==> config.mk <==
export PLATFORM = sky130hd
export DESIGN_NAME = irq_pend_latch
export DESIGN_NICKNAME = d
export VERILOG_FILES = /design/src/rtl/irq_pend_latch.sv
export SDC_FILE = /design/constraint.sdc
export NUM_CORES = 1
export LEC_CHECK = 0
export BUFFER_PORTS_ARGS = -buffer_cell sky130_fd_sc_hd__clkbuf_2
export CORE_AREA = 5 5 50 52
export CTS_BUF_LIST = sky130_fd_sc_hd__clkbuf_8 sky130_fd_sc_hd__clkbuf_16
export DETAILED_ROUTE_END_ITERATION = 8
export DIE_AREA = 0 0 55 57
export GPL_ROUTABILITY_DRIVEN = 0
export MAX_ROUTING_LAYER = met4
export PLACE_DENSITY = 0.8
export SLEW_MARGIN = 20
export SYNTH_ARGS = -nofsm -noshare
export SYNTH_HDL_FRONTEND = slang
export SYNTH_SLANG_ARGS = --single-unit
==> constraint.sdc <==
create_clock -name clk -period 1.2 [get_ports clk]
set_input_delay 0.18 -clock clk [delete_from_list [all_inputs] [get_ports clk]]
set_output_delay 0.18 -clock clk [all_outputs]
set_load 0.005 [all_outputs]
==> src/rtl/irq_pend_latch.sv <==
// Sticky interrupt capture feeding an external 8-to-3 priority encoder, with a valid/ready grant handshake.
// Define IRQ_EDGE_EN for rising-edge capture of irq_in; the default build captures in level mode.
module irq_pend_latch (
  input  logic       clk,
  input  logic       rst,
  input  logic [7:0] irq_in,
  input  logic       ovf_clr,
  output logic [7:0] pend_o,
  input  logic       enc_valid,
  input  logic [2:0] enc_y,
  output logic       grant_valid,
  input  logic       grant_ready,
  output logic [2:0] grant_idx,
  output logic       busy,
  output logic [7:0] overflow
);

  typedef enum logic {
    IDLE  = 1'b0,
    OFFER = 1'b1
  } state_t;

  state_t     r_state;
  logic [7:0] r_pend;
  logic [7:0] r_ovf;
  logic [2:0] r_grantIdx;
  logic       r_grantValid;

  logic [7:0] w_setVec;
  logic [7:0] w_clrVec;
  logic [7:0] w_ovfSet;
  logic       w_accept;

`ifdef IRQ_EDGE_EN
  logic [7:0] r_irqPrev;

  always_ff @(posedge clk or posedge rst) begin
    if (rst) begin
      r_irqPrev <= 8'd0;
    end else begin
      r_irqPrev <= irq_in;
    end
  end

  assign w_setVec = irq_in & ~r_irqPrev;
`else
  assign w_setVec = irq_in;
`endif

  assign w_accept = r_grantValid & grant_ready;
  assign w_clrVec = w_accept ? (8'd1 << r_grantIdx) : 8'd0;
  // A bit being serviced this cycle is not an overflow even if it re-arrives.
  assign w_ovfSet = w_setVec & r_pend & ~w_clrVec;

  always_ff @(posedge clk or posedge rst) begin
    if (rst) begin
      r_pend <= 8'd0;
      r_ovf  <= 8'd0;
    end else begin
      r_pend <= (r_pend & ~w_clrVec) | w_setVec;
      r_ovf  <= ovf_clr ? w_ovfSet : (r_ovf | w_ovfSet);
    end
  end

  // Encoder feedback is only consulted in IDLE, so an offer is never preempted.
  always_ff @(posedge clk or posedge rst) begin
    if (rst) begin
      r_state      <= IDLE;
      r_grantIdx   <= 3'd0;
      r_grantValid <= 1'b0;
    end else begin
      case (r_state)
        IDLE: begin
          if (enc_valid) begin
            r_grantIdx   <= enc_y;
            r_grantValid <= 1'b1;
            r_state      <= OFFER;
          end
        end
        OFFER: begin
          if (grant_ready) begin
            r_grantValid <= 1'b0;
            r_state      <= IDLE;
          end
        end
        default: begin
          r_grantValid <= 1'b0;
          r_state      <= IDLE;
        end
      endcase
    end
  end

  assign pend_o      = r_pend;
  assign overflow    = r_ovf;
  assign grant_valid = r_grantValid;
  assign grant_idx   = r_grantIdx;
  assign busy        = |r_pend;

endmodule

Yosys cells after proc, flatten, opt, wreduce, memory -nomap -nowiden
Index checks and enable logic that the tools add are counted.
{"block": "op_classes", "n_eq_ne": 2, "n_mux": 8, "reduce_logical": 3, "n_bitwise": 8, "shift": 1}
{"op": "$and 8x8->8", "count": 3}
{"op": "$mux 8", "count": 2}
{"op": "$or 8x8->8", "count": 2}
{"op": "$not 8->8", "count": 1}
{"op": "$reduce_or 8->1", "count": 1}
{"op": "$shl 1x3->8 const A", "count": 1}
{"op": "$mux 1", "count": 4}
{"op": "$ne 2x2->1 const B", "count": 2}
{"op": "$pmux 1 s2", "count": 2}
{"op": "$reduce_and 2->1", "count": 2}
{"op": "$and 1x1->1", "count": 1}
{"op": "$not 1->1", "count": 1}
{"block": "totals", "ff_bits": 21, "output_inout_bits": 21, "input_bits": 16, "word_cells": 27}

Longest topological paths before layout
Gate-level depths: netlist (run 1).
{"block": "logic_depth", "depth_word": 6, "mapped_depth": 3, "depth_no_buf": 3}

Worst setup path after synthesis (run 1)
OpenSTA, ideal clock, no wires.
{"block": "synth_timing", "path_kind": "register -> register", "from": "reg r_grantIdx[2], in the netlist grant_idx[2]", "to": "reg r_ovf[0], in the netlist overflow[0]", "arrival_time_ns": 0.908, "synth_period_minus_slack_ns": 1.042, "path_stages_with_launch": 4, "path_buffers": 0, "t_required_ns": 1.066, "setup_ns": 0.134, "setup_slack_ns": 0.158, "path_cell_list": "dfrtp_1 nand3b_1 o31ai_2 o22ai_1"}
{"block": "synth_via", "elab_chain_cells": 6}
{"item": "from (decl)", "line_no": "26", "text": "logic [2:0] r_grantIdx;"}
{"item": "from (signal assigned)", "line_no": "75", "text": "r_grantIdx <= enc_y;"}
{"item": "$shl 1x3->8 *", "line_no": "51", "text": "assign w_clrVec = w_accept ? (8'd1 << r_grantIdx) : 8'd0;"}
{"item": "$mux 8 *", "line_no": "51"}
{"item": "$not 8->8 *", "line_no": "53", "text": "assign w_ovfSet = w_setVec & r_pend & ~w_clrVec;"}
{"item": "$and 8x8->8 *", "line_no": "53"}
{"item": "$or 8x8->8", "line_no": "61", "text": "r_ovf <= ovf_clr ? w_ovfSet : (r_ovf | w_ovfSet);"}
{"item": "$mux 8 *", "line_no": "61"}
{"item": "to (signal assigned)", "line_no": "61"}
{"item": "to (decl)", "line_no": "25", "text": "logic [7:0] r_ovf;"}
Mark *: on every way between the ends. The rest lies on a longest branch, timed or not.
A chain may end at the register's enable or synchronous reset.

Final worst setup path (run 1)
{"block": "layout_timing", "from": "reg r_pend[6], in the netlist pend_o[6]", "to": "out busy"}
{"block": "layout_via", "elab_chain_cells": 1}
{"item": "from (decl)", "line_no": "24", "text": "logic [7:0] r_pend;"}
{"item": "from (signal assigned)", "line_no": "60", "text": "r_pend <= (r_pend & ~w_clrVec) | w_setVec;"}
{"item": "$reduce_or 8->1", "line_no": "98", "text": "assign busy = |r_pend;"}
{"item": "to (decl)", "line_no": "14", "text": "output logic busy,"}
No other way between the ends.

==> impl_metrics.ini, run 1 <==
[drt]
route.detailed.drc = 0
drt_iter0_drc = 3
post_drt_wl_per_cell_um = 12.1
via_per_inst = 4.66
firstDrtPassIters = 2
ant_nets = 0
routed_wl_um = 1800
num_vias = 695

[synthesis]
netlist_area_sq_um = 836
ys_ff_latch = 21
synth_cells = 79
avgSynthCellArea_sq_um = 10.6
syn-num-nets = 95
ys_types = 17
yosys_warnings = 0
ys_seq_area_share_pct = 62.9

[clock_network]
cts_sinks = 21
cts_tree = built
clkTransAtPathRegs_ns = 0.07
ctsRootBufferMaster = clkbuf_8
cts_htree_levels = 1
cts_buffer_depth = 2
cts_buffers = 3
clk_latency_ns = 0.25

[finish]
design_area_sq_um = 1120
mostFrequentLayoutCell = clkbuf_2
diodes = 0
mostFrequentLayoutCells = clkbuf_2 (36), dfrtp_1 (21), inv_1 (19)
regArea_sq_um = 526
area_growth_syn_to_layout_pct = 34.1
drive_gt1_share_pct = 39.7
multi_input_area_sq_um = 243
final_cells = 149
fill_cells = 210
nets = 138

[timing]
setup_ws_ns = -0.125
skew_ns = 0.00396
min_period_ns = 1.32
relSlewSlack_pct = 83.2
period_share_pct = 110
hold_violations = 0
rsz0062_at_grt = true
drv_slew = 0
tightest_slew_ns = 0.250
fmaxAchievable_mhz = 755
setup_viol = 1

[die]
fp.dieArea_sq_um = 3140
die_h_um = 57
coreArea_sq_um = 2060
die_x_um = 55
start_util_pct = 40.5
io_pins = 37
row_count = 17

[power_and_ir_drop]
p_leak_nw = 0.576
pwr-share-seq_pct = 54.3
power.density_nw_per_um2 = 1430
clock_power_share_pct = 27.0
p_int_mw = 1.17
vdd_drop_max_v = 0.00116
total_power_mw = 1.61
power_switching_share_pct = 27.1
power_switching_uw = 436
p_comb_share_pct = 18.7

[placed_design]
dp_hpwl_um = 1470
placed_cells = 143
io_buffers = 36
place_area_sq_um = 1050

[setup_path]
r2r_setup_slack_ns = 0.02
rr_endpoint = overflow[0]
endpoint = busy
worst_ep_arrival_time_ns = 1.14
rr_worst_depth = 3
crit_required_ns = 1.02
crit_fanout = 3
critPathLaunchType = flop
path_class = flop to primary output
critPathLaunch = pend_o[6]
r2r-start = grant_idx[2]
endpoint_kind = primary output

[global_routing]
grt_pass1_wl_um = 3020
grt-ovfl-total = 0
grt_usage_pct = 13.4
first_global_vias = 689
grt_max_degree = 22
antenna_found_initial = 0

[outcome]
status = finished with violations
failed_checks = setup timing

[hold_path]
hold_path.class = primary input to flop

[flow_run]
maxCapViolCount = 0
==> state kept, by name (all words and copies together) (netlist names) <==
register / count
grant_idx: 3
pend_o: 8
overflow: 8
grant_valid: 1
r_state: 1
==> repair_timing <==
| action | CTS | global route |
|---|---|---|
| setup endpoints to repair | 1 | 7 |
| hold buffers | 1 | 0 |
| pin swaps | 1 | 0 |
| hold endpoints to repair | 21 | 0 |
| setup buffers | 1 | 0 |
| gates resized for setup | 0 | 5 |
==> power by group through the flow <==
stage / Sequential (mW) / Clock (mW) / Combinational [mW]
2_1_floorplan: 0.882 / 0 / 0.147
3_3_place_gp: 0.880 / 0 / 0.287
3_5_place_dp: 0.888 / 0 / 0.294
4_1_cts: 0.873 / 0.444 / 0.302
5_1_grt: 0.888 / 0.477 / 0.345
6_report: 0.873 / 0.434 / 0.301
==> area by class of cell <==
| cell class | count | share of cell area (%) |
|---|---|---|
| Multi-Input combinational cell | 39 | 21.7 |
| Inverter | 18 | 6.03 |
| Clock inverter | 1 | 0.335 |
| Sequential cell | 21 | 46.9 |
| Tap cell | 28 | 3.12 |
| Clock buffer | 3 | 3.68 |
| Timing Repair Buffer | 39 | 18.3 |
==> worst min-delay path by stage <==
stage,to,from,depth (start not counted),slack [ns]
floorplan,grant_idx[0],rst,1,0.16
global placement,overflow[4],rst,3,0.19
detailed placement,pend_o[4],rst,3,0.20
CTS,pend_o[7],irq_in[7],3,0.11
global route,pend_o[2],irq_in[2],3,0.13
finish,pend_o[7],irq_in[7],3,0.12
==> synthesized netlist by cell type (all sizes together) <==
library cell / n / area, sq um
dfrtp: 21 / 526
a21o: 1 / 7.51
mux2: 3 / 33.8
nand2b: 2 / 12.5
nor2b: 1 / 8.76
nand3b: 1 / 7.51
a21oi: 1 / 5.00
nand3: 1 / 5.00
buf: 1 / 3.75
nor2: 1 / 3.75
nand2: 10 / 37.5
nor4: 2 / 12.5
o22ai: 8 / 50.1
o21ai: 6 / 30.0
o31ai: 2 / 25.0
inv: 18 / 67.6
==> cell families after synthesis <==
family / count (synthesis) / share of synthesized area, %
flops: 21 / 62.9
buf+inv: 19 / 8.53
compound gates: 18 / 14.1
simple gates: 18 / 10.5
mux: 3 / 4.04
==> worst max-delay path, stage by stage (launching register included) <==
cell and delay [ns]:
dfrtp_1 0.40, nor4_1 0.27, nand2_1 0.10, clkbuf_2 0.12
==> layer usage <==
metal	wire length, um	global-route usage, %
met1	834	19.0
met2	820	18.9
met3	123	2.35
met4	18	5.21
met5	0	-
==> through the flow <==
stage | setup TNS, ns | util (%) | setup slack, ns | hold slack, ns
after detailed placement | 0 | 51.1 | 0.0445 | 0.202
final | -0.125 | 54.3 | -0.125 | 0.117
after CTS | -0.135 | 54.2 | -0.135 | 0.115
after global placement | 0 | 51.1 | 0.0864 | 0.192
after global routing | -0.249 | 54.3 | -0.161 | 0.128
after floorplan | 0 | - | 0.158 | 0.157
Power figures use the tool's default switching activity.
==> inputs of run 2 (changes only) <==
- PLACE_DENSITY: 0.8 -> 0.84
==> run 2 against run 1 <==
  * Global-route usage rose by 0.63 points
  * Routed wire length is 1.1% higher
  * The flow still finishes with violations (setup timing)
  * Sequential power up 0.5%
  * Critical path depth stayed put
  * Register-to-register slack improved by 0.02 ns
  * Setup slack better by 0.00094 ns
  * Via count decreased by 0.86%
  * Critical path type unchanged
  * Combinational power fell by 2%
==> impl_metrics.ini, run 2 (synthesized netlist as in run 1, its figures left out) <==
[timing]
rsz0062_at_grt = true
setup_viol = 1
tns_ns = -0.124
tightest_slew_ns = 0.270
fin_hold_ws_ns = 0.118
fmaxAchievable_mhz = 755
setup_ws_ns = -0.124
drv_slew = 0
skew_ns = 0.00219
period_share_pct = 110
hold_violations = 0
min_period_ns = 1.32
relSlewSlack_pct = 82.0

[global_routing]
grt-ovfl-total = 0
grt_max_degree = 22
grt_pass1_wl_um = 3250
antenna_found_initial = 0
first_global_vias = 752
grt_usage_pct = 14.0

[setup_path]
critPathLaunchType = flop
path_buf_inv = 1
rr_worst_depth = 3
path_class = flop to primary output
worst_ep_arrival_time_ns = 1.14
r2r-start = grant_idx[2]
crit_fanout = 3
cpPeakStageDelay_ns = 0.41
crit_path_top_delay_cell = dfrtp_1
crit_required_ns = 1.02
r2r_setup_slack_ns = 0.04
critical-path-top-delay-family = flip-flops
path_cells = nor4_2 -> nand2_1 -> clkbuf_2
endpoint_kind = primary output
rr_endpoint = overflow[0]

[drt]
route.detailed.drc = 0
via_per_inst = 4.66
num_vias = 689
post_drt_wl_per_cell_um = 12.3
routed_wl_um = 1820
drt_iter0_drc = 4
ant_nets = 0
firstDrtPassIters = 3

[finish]
mostFrequentLayoutCell = clkbuf_2
mostFrequentLayoutCells = clkbuf_2 (36), dfrtp_1 (21), inv_1 (19)
final_core_util_pct = 54.1
drive_gt1_share_pct = 39.2
diodes = 0
fill_cells = 200
area_growth_syn_to_layout_pct = 33.5
nets = 137

[power_and_ir_drop]
total_power_mw = 1.60
p_leak_nw = 0.570
vdd_drop_max_v = 0.00110
power.density_nw_per_um2 = 1440

[die]
row_count = 17
fp.dieArea_sq_um = 3140
coreArea_sq_um = 2060
start_util_pct = 40.5
die_h_um = 57
die_x_um = 55
io_pins = 37

[flow_run]
maxCapViolCount = 0

[outcome]
status = finished with violations
failed_checks = setup timing

[hold_path]
hold_path.class = primary input to flop
min_from = irq_in[7]
min_path_cells = 3
holdPathEnd = pend_o[7]

[clock_network]
post_cts_buffers = 0
ctsRootBufferMaster = clkbuf_8
cts_buffers = 3
clkTransAtPathRegs_ns = 0.07
clk_latency_ns = 0.25
cts_htree_levels = 1
cts_buffer_depth = 2
cts_tree = built
cts_sinks = 21

[placed_design]
io_buffers = 36
place_ws_ns = 0.0538
dp_hpwl_um = 1470
[run 2: cell count changes in the layout (fill, tap and decap cells not counted)]
cell,delta
o21ai_0,+1
nor4_2,+1
buf_4,-1
o21ai_2,-1
nor4_1,-1
[run 2: area by class of cell]
cell class / count / area [sq um] / area share (%)
repair buffers: 38 / 198 / 17.7
well taps: 28 / 35.0 / 3.14
flip-flops and latches: 21 / 526 / 47.1
multi-input cells: 39 / 245 / 22.0
clock buffers: 3 / 41.3 / 3.70
inverters: 18 / 67.6 / 6.05
clock inverters: 1 / 3.75 / 0.336
[run 2: metal layers]
metal	share of wire, %	global-route usage, %
met1	44	19.5
met4	0.44	3.13
met5	0	-
met3	6.9	3.13
met2	49	20.9
[run 2: worst max-delay path by stage]
stage	startpoint	endpoint	slack [ns]	cells past startpoint
6_report	pend_o[6]	busy	-0.12	3
2_1_floorplan	grant_idx[2]	overflow[0]	0.16	3
3_3_place_gp	grant_idx[2]	overflow[0]	0.09	3
4_1_cts	pend_o[6]	busy	-0.14	3
5_1_grt	pend_o[6]	busy	-0.20	3
3_5_place_dp	grant_idx[2]	overflow[1]	0.05	3
[run 2: worst min-delay path, stage by stage]
cell	delay (ns)
clkbuf_2	0.07
inv_1	0.04
nand2_1	0.05
[run 2: report_power, final]
part / switching (mW) / internal [mW]
sequential: 0.0852 / 0.792
combinational: 0.145 / 0.149
clock: 0.204 / 0.227
total: 0.434 / 1.17
[run 2: timing repair]
action | 4_1_cts | 5_1_grt
gates resized for setup | 0 | 4
hold buffers | 1 | 0
endpoints found under the hold margin | 21 | 0
setup endpoints to repair | 1 | 9
[run 2: through the flow]
stage / area (sq um) / instances
finish: 1120 / 148
global route: 1120 / 148
CTS: 1110 / 148
detailed placement: 1050 / 143
floorplan: 836 / 79
global placement: 1050 / 143
==> inputs of run 3 (changes only) <==
- ABC_AREA: not set -> 1
- CORE_AREA: 5 5 50 52 -> 5 5 52 54
- DIE_AREA: 0 0 55 57 -> 0 0 57 59
- PLACE_DENSITY: 0.84 -> 0.83
==> run 3 against run 2 <==
  * The run now ends clean
  * Critical path depth did not move
  * Final area increased by 13%
  * Global-route usage rose by 1.1 points
  * Clock power is 3% higher
  * Utilization is 4.0 points higher
  * Clock-buffer cell count unchanged
  * Routed wire length grew 24%
  * First-iteration DRC count up 130%
  * Sequential cell count did not move
  * Hold slack better by 0.0029 ns
  * Synthesized cell count up 51%
  * Critical endpoint unchanged
==> impl_metrics.ini, run 3 <==
[setup_path]
endpoint_kind = primary output
path_class = flop to primary output
worst_ep_arrival_time_ns = 1.01
critical-path-top-delay-family = flip-flops
crit_path_top_delay_cell = dfrtp_1
r2r-start = grant_idx[0]
crit_required_ns = 1.02
cpPeakStageDelay_ns = 0.42
crit_fanout = 2
critPathLaunch = pend_o[5]
path_buf_inv = 1
path_cells = nor2_2 -> nand4_1 -> clkbuf_2
critPathLaunchType = flop

[hold_path]
hold_path.class = primary input to flop
min_from = irq_in[1]

[global_routing]
grt_pass1_wl_um = 3830
antenna_found_initial = 0
grt_usage_pct = 15.1
first_global_vias = 888
grt_max_degree = 22
grt-ovfl-total = 0

[synthesis]
synth_top_area_share_pct = 56.2
synth-compound-area-share_pct = 7.23
synth_top_cell_by_area = dfrtp_1
synthAdderAreaFrac_pct = 0
ys_seq_area_share_pct = 56.2
netlist_area_sq_um = 935
yosys_warnings = 0
synth_commonest_cells = nand2_1 (51), inv_1 (22), dfrtp_1 (21), nor2_1 (9), a21oi_1 (5)
synth_cells = 119
synth_most_common_cell = nand2_1
synth_edf_count = 0
muxShareOfSynthArea_pct = 0
ys_types = 11
yosys.area_share.simple_pct = 27.7
syn-num-nets = 135
synth_xor_area_share_pct = 0
ys_ff_latch = 21
synthArstFlopShare_pct = 100
synth_top_family_by_area = simple AND/OR/NAND/NOR gates
ys.flop_type = dfrtp_1
avgSynthCellArea_sq_um = 7.85
synth_area_leaders = dfrtp_1 (56%), nand2_1 (20%), inv_1 (8.8%)

[placed_design]
placed_cells = 184
place_area_sq_um = 1160
io_buffers = 36
dp_hpwl_um = 1720
place_ws_ns = 0.231

[finish]
regArea_sq_um = 526
drive_gt1_share_pct = 29.9
area_growth_syn_to_layout_pct = 34.8
multi_input_area_sq_um = 329
mostFrequentLayoutCell = nand2_1
design_area_sq_um = 1260
final_cells = 195
nets = 184
diodes = 0
fill_cells = 226
mostFrequentLayoutCells = nand2_1 (51), clkbuf_2 (36), inv_1 (23)

[timing]
setup_ws_ns = 0.0103
tightest_slew_ns = 0.265
min_period_ns = 1.19
relSlewSlack_pct = 82.3
skew_ns = 0.00493
period_share_pct = 99.1
setup_viol = 0
hold_violations = 0
drv_slew = 0
fmaxAchievable_mhz = 841
rsz0062_at_grt = true

[die]
fp.dieArea_sq_um = 3360
io_pins = 37
die_h_um = 59
coreArea_sq_um = 2170
row_count = 17
die_x_um = 57
start_util_pct = 43.1

[flow_run]
maxCapViolCount = 0

[drt]
routed_wl_um = 2250
highest_layer = met4
firstDrtPassIters = 4
wl_met3_um = 101
post_drt_wl_per_cell_um = 11.5
wl_met2_um = 1230
wl_met1_um = 915
via_per_inst = 4.49
num_vias = 875
route.detailed.drc = 0
drt_iter0_drc = 9
ant_nets = 0

[clock_network]
cts_buffer_depth = 2
cts_tree = built
cts_buffers = 3
cts_sinks = 21
cts_htree_levels = 1
clkTransAtPathRegs_ns = 0.08
ctsRootBufferMaster = clkbuf_8
clk_latency_ns = 0.25

[power_and_ir_drop]
p_leak_nw = 0.736
power_switching_share_pct = 29.5
power.density_nw_per_um2 = 1320
p_int_mw = 1.17
vdd_drop_max_v = 0.000943
clock_power_share_pct = 26.8
power_switching_uw = 489
p_comb_share_pct = 21.2
pwr-share-seq_pct = 51.9

[outcome]
status = finished clean
run 3: cell count changes in the layout (fill, tap and decap cells not counted), sizes merged, moves of 2 or more:
cell	change
o31ai	-2
buf	+6
nor2	+9
nand2	+42
nor4	-2
mux2	-3
inv	+4
o21ai	-2
nand2b	-2
o21bai	+3
a21oi	+4
o22ai	-8
run 3: area by class of cell:
class	count	share of cell area (%)
Clock buffer	3	3.28
Clock inverter	1	0.298
Sequential cell	21	41.7
Timing Repair Buffer	44	19.3
Inverter	22	6.55
Multi-Input combinational cell	76	26.1
Tap cell	28	2.78
run 3: final timing paths:
| check | to | slack [ns] | cells after the start |
|---|---|---|---|
| worst min-delay path | pend_o[1] | 0.12 | 3 |
| min in group asynchronous | pend_o[1] | 0.48 | 4 |
| worst min register to register | grant_valid | 0.44 | 1 |
| max in group asynchronous | pend_o[3] | 0.51 | 4 |
| worst max register to register | pend_o[6] | 0.22 | 4 |
| worst max-delay path | busy | 0.01 | 3 |
run 3: power by group through the flow:
stage / clock network (mW) / registers (mW) / logic, mW
CTS: 0.455 / 0.861 / 0.351
floorplan: 0 / 0.874 / 0.171
global route: 0.494 / 0.874 / 0.405
detailed placement: 0 / 0.879 / 0.328
global placement: 0 / 0.870 / 0.319
finish: 0.445 / 0.860 / 0.352
run 3: cell families after synthesis:
kind of cell           after synthesis
flip-flops                          21
AND/OR/NAND/NOR                     64
buffers and inverters               22
AO/OA/AOI/OAI                       12
run 3: through the flow:
step	TNS [ns]	power (mW)	hold slack, ns	utilization (%)
after floorplan	0	1.04	0.157	-
after global placement	0	1.19	0.200	53.3
after detailed placement	0	1.21	0.203	53.3
after CTS	0	1.67	0.119	57.4
after global routing	-0.0383	1.77	0.125	58.1
final	0	1.66	0.121	58.1
run 3: tightest hold or removal path, stage by stage:
cell and delay, ns:
clkbuf_2 0.09, inv_1 0.03, nand2_1 0.05
run 3: layer usage:
metal / global-route usage, % / vias to the layer above
met1: 17.1 / 403
met3: 3.05 / 2
met5: - / -
met4: 4.97 / 0
li1: - / 449
met2: 26.6 / 21
run 3: repair_timing:
action	in CTS	in global routing
gates resized for setup	1	0
hold endpoints to repair	21	0
pin swaps	2	1
setup endpoints to repair	1	1
buffers inserted	4	2
hold buffers	1	0
gates cloned	0	0
